**src/rtl/fp32_div_arbiter.sv**
```systemverilog
// Round-robin arbiter that time-shares one combinational fp32 divider, holding operands as a multicycle path.
// Optional sticky exception accumulator enabled by defining FP32_DIV_ARB_FFLAGS_EN.
module fp32_div_arbiter #(
    parameter int NUM_REQ    = 4,
    parameter int ID_W       = 2,
    parameter int DIV_CYCLES = 2
) (
    input  logic                    clk,
    input  logic                    rst,
    input  logic [NUM_REQ-1:0]      req_valid,
    output logic [NUM_REQ-1:0]      req_ready,
    input  logic [NUM_REQ*32-1:0]   req_a,
    input  logic [NUM_REQ*32-1:0]   req_b,
    output logic [31:0]             div_a,
    output logic [31:0]             div_b,
    input  logic [31:0]             div_y,
    input  logic [4:0]              div_exc,
    output logic                    resp_valid,
    input  logic                    resp_ready,
    output logic [ID_W-1:0]         resp_id,
    output logic [31:0]             resp_y,
    output logic [4:0]              resp_flags,
    output logic                    busy
`ifdef FP32_DIV_ARB_FFLAGS_EN
    ,
    input  logic                    fflags_clr,
    output logic [4:0]              fflags
`endif
);

    // Handshakes: a transfer happens on a rising edge where valid and ready are both high.
    // Valid never waits on ready; once resp_valid rises, the payload is held until the transfer.
    localparam int CNT_W = 4;

    typedef enum logic [1:0] {
        IDLE = 2'd0,
        EXEC = 2'd1,
        RESP = 2'd2
    } state_t;

    state_t            state;
    state_t            state_nxt;
    logic [ID_W-1:0]   rr_ptr;
    logic [ID_W-1:0]   grant_id;
    logic [ID_W-1:0]   txn_id;
    logic [ID_W-1:0]   rr_ptr_nxt;
    logic              grant_vld;
    logic [ID_W:0]     scan_idx;
    logic [CNT_W-1:0]  cnt;
    logic [31:0]       sel_a;
    logic [31:0]       sel_b;
    logic              accept;
    logic              exec_done;
    logic              resp_hs;

    // Rotating priority search starting at rr_ptr.
    always_comb begin
        grant_vld = 1'b0;
        grant_id  = '0;
        scan_idx  = '0;
        for (int k = 0; k < NUM_REQ; k++) begin
            scan_idx = {1'b0, rr_ptr} + (ID_W+1)'(k);
            if (scan_idx >= (ID_W+1)'(NUM_REQ)) begin
                scan_idx = scan_idx - (ID_W+1)'(NUM_REQ);
            end
            if (!grant_vld && req_valid[scan_idx[ID_W-1:0]]) begin
                grant_vld = 1'b1;
                grant_id  = scan_idx[ID_W-1:0];
            end
        end
    end

    always_comb begin
        sel_a = '0;
        sel_b = '0;
        for (int i = 0; i < NUM_REQ; i++) begin
            if (ID_W'(i) == grant_id) begin
                sel_a = req_a[32*i +: 32];
                sel_b = req_b[32*i +: 32];
            end
        end
    end

    always_comb begin
        if (grant_id == ID_W'(NUM_REQ-1)) begin
            rr_ptr_nxt = '0;
        end else begin
            rr_ptr_nxt = grant_id + ID_W'(1);
        end
    end

    assign accept    = (state == IDLE) && grant_vld;
    assign exec_done = (state == EXEC) && (cnt == '0);
    assign resp_hs   = resp_valid && resp_ready;

    always_ff @(posedge clk or posedge rst) begin
        if (rst) begin
            state <= IDLE;
        end else begin
            state <= state_nxt;
        end
    end

    always_comb begin
        state_nxt = state;
        case (state)
            IDLE:    if (accept)    state_nxt = EXEC;
            EXEC:    if (exec_done) state_nxt = RESP;
            RESP:    if (resp_hs)   state_nxt = IDLE;
            default: state_nxt = IDLE;
        endcase
    end

    always_comb begin
        req_ready = '0;
        busy      = (state != IDLE);
        if (accept) begin
            req_ready[grant_id] = 1'b1;
        end
    end

    // Operands stay on div_a/div_b from accept until the next accept; the divider sees a static input.
    always_ff @(posedge clk or posedge rst) begin
        if (rst) begin
            rr_ptr     <= '0;
            txn_id     <= '0;
            cnt        <= '0;
            div_a      <= '0;
            div_b      <= '0;
            resp_valid <= 1'b0;
            resp_id    <= '0;
            resp_y     <= '0;
            resp_flags <= '0;
        end else begin
            if (accept) begin
                div_a  <= sel_a;
                div_b  <= sel_b;
                txn_id <= grant_id;
                rr_ptr <= rr_ptr_nxt;
                cnt    <= CNT_W'(DIV_CYCLES-1);
            end
            if ((state == EXEC) && (cnt != '0)) begin
                cnt <= cnt - CNT_W'(1);
            end
            if (exec_done) begin
                resp_y     <= div_y;
                resp_flags <= div_exc;
                resp_id    <= txn_id;
                resp_valid <= 1'b1;
            end else if (resp_hs) begin
                resp_valid <= 1'b0;
            end
        end
    end

`ifdef FP32_DIV_ARB_FFLAGS_EN
    // Clear takes effect before the OR so a coincident response survives the clear.
    always_ff @(posedge clk or posedge rst) begin
        if (rst) begin
            fflags <= '0;
        end else if (resp_hs) begin
            fflags <= (fflags_clr ? 5'd0 : fflags) | resp_flags;
        end else if (fflags_clr) begin
            fflags <= '0;
        end
    end
`endif

endmodule

```
**config.mk**
```make
export PLATFORM = sky130hd
export DESIGN_NAME = fp32_div_arbiter
export DESIGN_NICKNAME = d
export VERILOG_FILES = /design/src/rtl/fp32_div_arbiter.sv
export SDC_FILE = /design/constraint.sdc
export NUM_CORES = 1
export LEC_CHECK = 0
export CORE_AREA = 4 4 158 160
export CTS_BUF_LIST = sky130_fd_sc_hd__clkbuf_16
export DETAILED_ROUTE_END_ITERATION = 10
export DIE_AREA = 0 0 162 164
export PLACE_DENSITY = 0.65
export SLEW_MARGIN = 20
export SYNTH_ARGS = -nofsm -noshare
export SYNTH_HDL_FRONTEND = slang
export SYNTH_SLANG_ARGS = --single-unit
```
**constraint.sdc**
```tcl
create_clock -name clk -period 4 [get_ports clk]
set_input_delay 0.8 -clock clk [delete_from_list [all_inputs] [get_ports clk]]
set_output_delay 0.8 -clock clk [all_outputs]
set_load 0.01 [all_outputs]
```
# ---- Word-level counts from Yosys, hierarchy flattened
# Cells that the tools add are included.
dict set report totals {
  ff_bits 114
  latchBits 0
  ramBits 0
  mem_bits_ro 0
  input_bits 300
  out_inout_bits 109
  word_cells 97
  n_memories 0
}
dict set report classes {
  add_sub_neg 9
  n_mul 0
  div_mod_pow 0
  order_cmp 10
  eq_ne 9
  n_shift 0
  mux 40
  bitwise_logic 0
  reduce_logical 19
}
# op count
set op_table {}
lappend op_table {{$mux W32} 8}
lappend op_table {{$mux W2} 12}
lappend op_table {{$lt A2 B3 Y1 const B} 5}
lappend op_table {{$mux W4} 3}
lappend op_table {{$mux W1} 11}
lappend op_table {{$ge A3 B3 Y1 const B} 3}
lappend op_table {{$bmux W1 S2} 4}
lappend op_table {{$logic_and A1 B1 Y1} 8}
lappend op_table {{$sub A2 B1 Y2 const B} 4}
lappend op_table {{$add A2 B2 Y3 const B} 2}
lappend op_table {{$ne A2 B2 Y1 const B} 3}
lappend op_table {{$pmux W2 S3} 1}
lappend op_table {{$reduce_bool A2 Y1} 3}
lappend op_table {{$eq A2 B2 Y1 const A} 2}
lappend op_table {{$eq A2 B2 Y1 const B} 2}
lappend op_table {{$logic_not A2 Y1} 2}
lappend op_table {{$logic_not A4 Y1} 1}
lappend op_table {{$reduce_bool A4 Y1} 1}
lappend op_table {{$sub A4 B1 Y4 const B} 1}
lappend op_table {{$add A2 B1 Y3 const B} 1}
lappend op_table {{$ge A2 B3 Y1 const B} 1}
lappend op_table {{$logic_not A1 Y1} 3}
lappend op_table {{$reduce_and A3 Y1} 1}
lappend op_table {{$add A2 B1 Y2 const B} 1}
lappend op_table {{other kinds (4)} 4}

# ---- Longest topological paths before layout
dict set report depth {
  ltp_word 19
  ltp_mapped 9
  depth_no_buf 7
}

# ---- Least setup slack after synthesis
# OpenSTA, ideal clock, no wires.
dict set report synth_timing {
  kind {input to output}
  start {input port req_valid[2]}
  end {output port req_ready[1]}
  arrival_ps 2279
  required_ps 3200
  path_slack_ps 921
  stages 7
  path_buffers 2
  path_cell_list {nor2b_1 a311oi_1 or2_2 ha_1 clkbuf_1 clkbuf_1 and3_1}
}
dict set report synth_between {
  elab_chain_cells 17
  elab_cells_between_ends 29
  classes_between {order compare (2); mux (19); reduce/logical (8)}
}
# item line
set synth_lines {}
lappend synth_lines {{start, declared} 10} ;# input logic [NUM_REQ-1:0] req_valid,
lappend synth_lines {{$bmux W1 S2} 66} ;# if (!grant_vld && req_valid[scan_idx[ID_W-1:0]]) begin
lappend synth_lines {{$mux W1 (not written as such)} 66}
lappend synth_lines {{$mux W1} 66}
lappend synth_lines {{$logic_not A1 Y1} 66}
lappend synth_lines {{$logic_and A1 B1 Y1} 66}
lappend synth_lines {{$mux W1} 66}
lappend synth_lines {{$logic_not A1 Y1} 66}
lappend synth_lines {{$logic_and A1 B1 Y1} 66}
lappend synth_lines {{$mux W1} 66}
lappend synth_lines {{$logic_not A1 Y1} 66}
lappend synth_lines {{$logic_and A1 B1 Y1} 66}
lappend synth_lines {{$mux W2} 66}
lappend synth_lines {{$lt A2 B3 Y1 (not written as such) / $ge A2 B1 Y1 (equally long branches)} 118} ;# req_ready[grant_id] = 1'b1;
lappend synth_lines {{$logic_and A1 B1 Y1 (not written as such)} 118}
lappend synth_lines {{$mux W1 (not written as such)} 118}
lappend synth_lines {{$demux W1 S2} 118}
lappend synth_lines {{$mux W4 *} 117} ;# if (accept) begin
lappend synth_lines {{end, declared} 11} ;# output logic [NUM_REQ-1:0] req_ready,
# Every way passes the cells marked *; elsewhere a longest branch is shown, timed or not. The select of a mux whose other input is x is not followed.

# ---- Worst setup path after layout
dict set report layout_timing {
  start {input port req_valid[2]}
  end {output port req_ready[0]}
}
# The elaborated chain is that of the path after synthesis.

==> impl_metrics.tcl <==
set metrics [dict create \
    drv_slew 0 \
    ys_seq_area_frac 0.4175 \
    synth_adder_area_share 0.009156 \
    rows 56 \
    crit_path_start "req_valid[2]" \
    final_util 0.5023 \
    clkTransAtPathRegs_ns 0.06 \
    cts_resized 0 \
    critical_path.cell_chain "clkdlybuf4s50_1 -> nor2b_1 -> a311oi_1 -> or2_2 -> ha_2 -> and3_1 -> clkdlybuf4s50_1" \
    p_total_mw 8.500 \
    vias 7234 \
    synthesis.area_sq_um 6833 \
    first_global_vias 7311 \
    cts_tree "built" \
    power_density_nw_per_um2 723.1 \
    worstMarginPinSlew_ns 0.8776 \
    relSlewSlack 0.4135 \
    period_share 0.9598 \
    crit_family "buffers and inverters" \
    min_path_type "flip-flop to flip-flop" \
    die_x_microns 162 \
    status "finished, final reports clean" \
    cts_buffers 17 \
    port_buffers 408 \
    worstSetupEndpointType "primary output" \
    synth_compound_area_frac 0.2602 \
    cts_root_buf "clkbuf_16" \
    cp_slowest_cell "clkdlybuf4s50_1" \
    drive_gt1_frac 0.08692 \
    synth_top_family_by_area "compound AO/OA/AOI/OAI gates" \
    min_from "cnt[3]$_DFFE_PP0P_" \
    min_period_ns 3.839 \
    rr_worst_depth 8 \
    synth-simple-area-share 0.1311 \
    hold_depth 1 \
    cts_setup_buffers 0 \
    synth.area.top_cells "dfrtp_1 (42%), a21oi_1 (9.5%), a221o_1 (9.4%)" \
    start_util 0.2920 \
    synth_edf_count 0 \
    gp_congestion 0.8178 \
    ys_seq_elements 114 \
    wl_per_cell_microns 19.47 \
    die-area_sq_um 26570 \
    die_h_microns 164 \
    synth_top_area_share 0.4175 \
    crit_arrival_ns 3.04 \
    finalSetupViolations 0 \
    yosysWarnings 0 \
    vias_per_cell 5.041 \
    fin_worst_skew_ns 0.01177 \
    start_kind "primary input" \
    yosys_most_used_dff "dfrtp_1" \
    synth_cell_type_count 34 \
    cp_num_buf_inv 2 \
    hold_end "cnt[3]$_DFFE_PP0P_" \
    setup_tns_ns 0 \
    max_stage_delay_ns 0.60 \
    hold_violations 0 \
    drc_errors 0 \
    fmax_mhz 260.5 \
    drt-initial-drc-count 350 \
    avgSynthCellArea_sq_um 9.246 \
    antenna_found_initial 1 \
    reg2reg_from "rr_ptr[1]$_DFFE_PP0N_" \
    leakage_nw 4.790 \
    ff2ff_setup_slack_ns 1.14 \
    crit_required_ns 3.20 \
    area_growth_pct 72.04 \
    io_pins 409 \
    holdWs_ns 0.4717 \
    cpMostUsedCell "clkdlybuf4s50_1" \
    final_nets 1408 \
    routed_wl_microns 27940 \
    clockBufferDepth 2 \
    firstDrtPassIters 5 \
    clkLatencyLatePin_ns 0.41 \
    hpwl_microns 19490 \
    crit_type "primary input to primary output" \
    grt_pass1_wl_microns 41960 \
    grt.overflow.total 0 \
    synthMuxAreaShare 0.09266 \
    grt_usage 0.2011 \
    irDropWorstVdd_mv 0.4757 \
    clock-sinks 114 \
    rsz0062_at_grt "no" \
    critPathMaxFanout 6 \
    postRouteAntennaNets 0 \
    h-tree-depth 4 \
    core_sq_um 23400 \
    synth_top_area_cell "dfrtp_1" \
    yosys.area_share.xor_xnor 0 \
    maxCapViolCount 0 \
    grt_max_degree 129 \
    r2r_end "div_a[30]$_DFFE_PP0N_" \
    netlist_instances 739 \
    async_flop_share 1.000 \
    hold_buffers 0 \
    synth_nets 1044 \
    diodes 0 \
]
## cell usage in the layout (no fill, tap or decap), types with 2 or more instances in the layout
master,instances
ha_4,3
nor3_1,2
a221o_1,64
clkinvlp_4,2
a21oi_1,130
o21ai_0,6
nor2_4,2
nand2_1,70
inv_8,2
nand3_1,2
clkdlybuf4s50_1,408
mux2_4,38
mux2i_1,4
buf_4,10
clkinv_2,2
dfrtp_1,114
inv_1,69
buf_12,4
nor2_1,3
o31ai_1,2
a31oi_1,65
nand3b_1,65
nand2b_1,2
mux2_2,2
clkinv_4,3
inv_6,5
clkbuf_16,17
and3_1,4
## registers in the layout, indices dropped and copies added, names as in the netlist
| signal | cells |
|---|---|
| cnt | 4 |
| resp_y | 32 |
| div_a | 32 |
| resp_valid | 1 |
| rr_ptr | 2 |
| resp_id | 2 |
| state | 2 |
| resp_flags | 5 |
| txn_id | 2 |
| div_b | 32 |
## cells by family (layout without fill, tap and decap cells)
group,count (synthesis),count (layout)
AOI/OAI and AO/OA,271,271
adders and majority gates,5,5
buffers and inverters,147,524
DFF,114,114
muxes,44,44
and+or+nand+nor,158,158
## how the worst max path moves through the flow
stage / depth (start not counted) / to
final: 7 / req_ready[0]
after global routing: 7 / req_ready[0]
after CTS: 7 / req_ready[0]
after detailed placement: 7 / req_ready[0]
after global placement: 7 / req_ready[0]
after floorplan: 1 / cnt[0]$_DFFE_PP0P_
## stage by stage
step / instance area (sq um) / std cells / setup WS, ns
finish: 11760 / 1435 / 0.1608
global route: 11760 / 1435 / 0.05008
CTS: 11760 / 1435 / 0.1446
detailed placement: 11180 / 1403 / 0.1623
global placement: 11180 / 1403 / 0.1773
floorplan: 6833 / 739 / 0.1843
## where the power goes
group          total (mW)  internal (mW)  switching, mW
clock network        1.48          0.873          0.610
logic                4.90           2.57           2.33
registers            2.12           1.77          0.348
## cells in the mapped netlist, drive strengths merged, types with 5 or more instances
| master | number |
|---|---|
| a21oi | 130 |
| dfrtp | 114 |
| inv | 70 |
| nand2 | 70 |
| a31oi | 65 |
| nand3b | 65 |
| a221o | 64 |
| clkbuf | 53 |
| mux2 | 40 |
| buf | 24 |
| o21ai | 6 |
| ha | 5 |
| nor2 | 5 |
## final cells by class
type | instances | area, sq um
clock buffer | 17 | 425.4
clock inverter | 15 | 147.6
fill | 2267 | 11650
inverter | 70 | 265.3
multi-input combinational | 478 | 3426
sequential | 114 | 2853
tap | 319 | 399.1
timing repair buffer | 422 | 4239
## routing by layer
metal  wire, microns  vias to the layer above  GRT usage
li1                -                     3428          -
met1           11580                     3487     0.2441
met2           13710                      288     0.3495
met3            2164                       29    0.06123
met4             481                        2    0.05152
met5              13                        -          0
(Power assumes the default switching activity.)
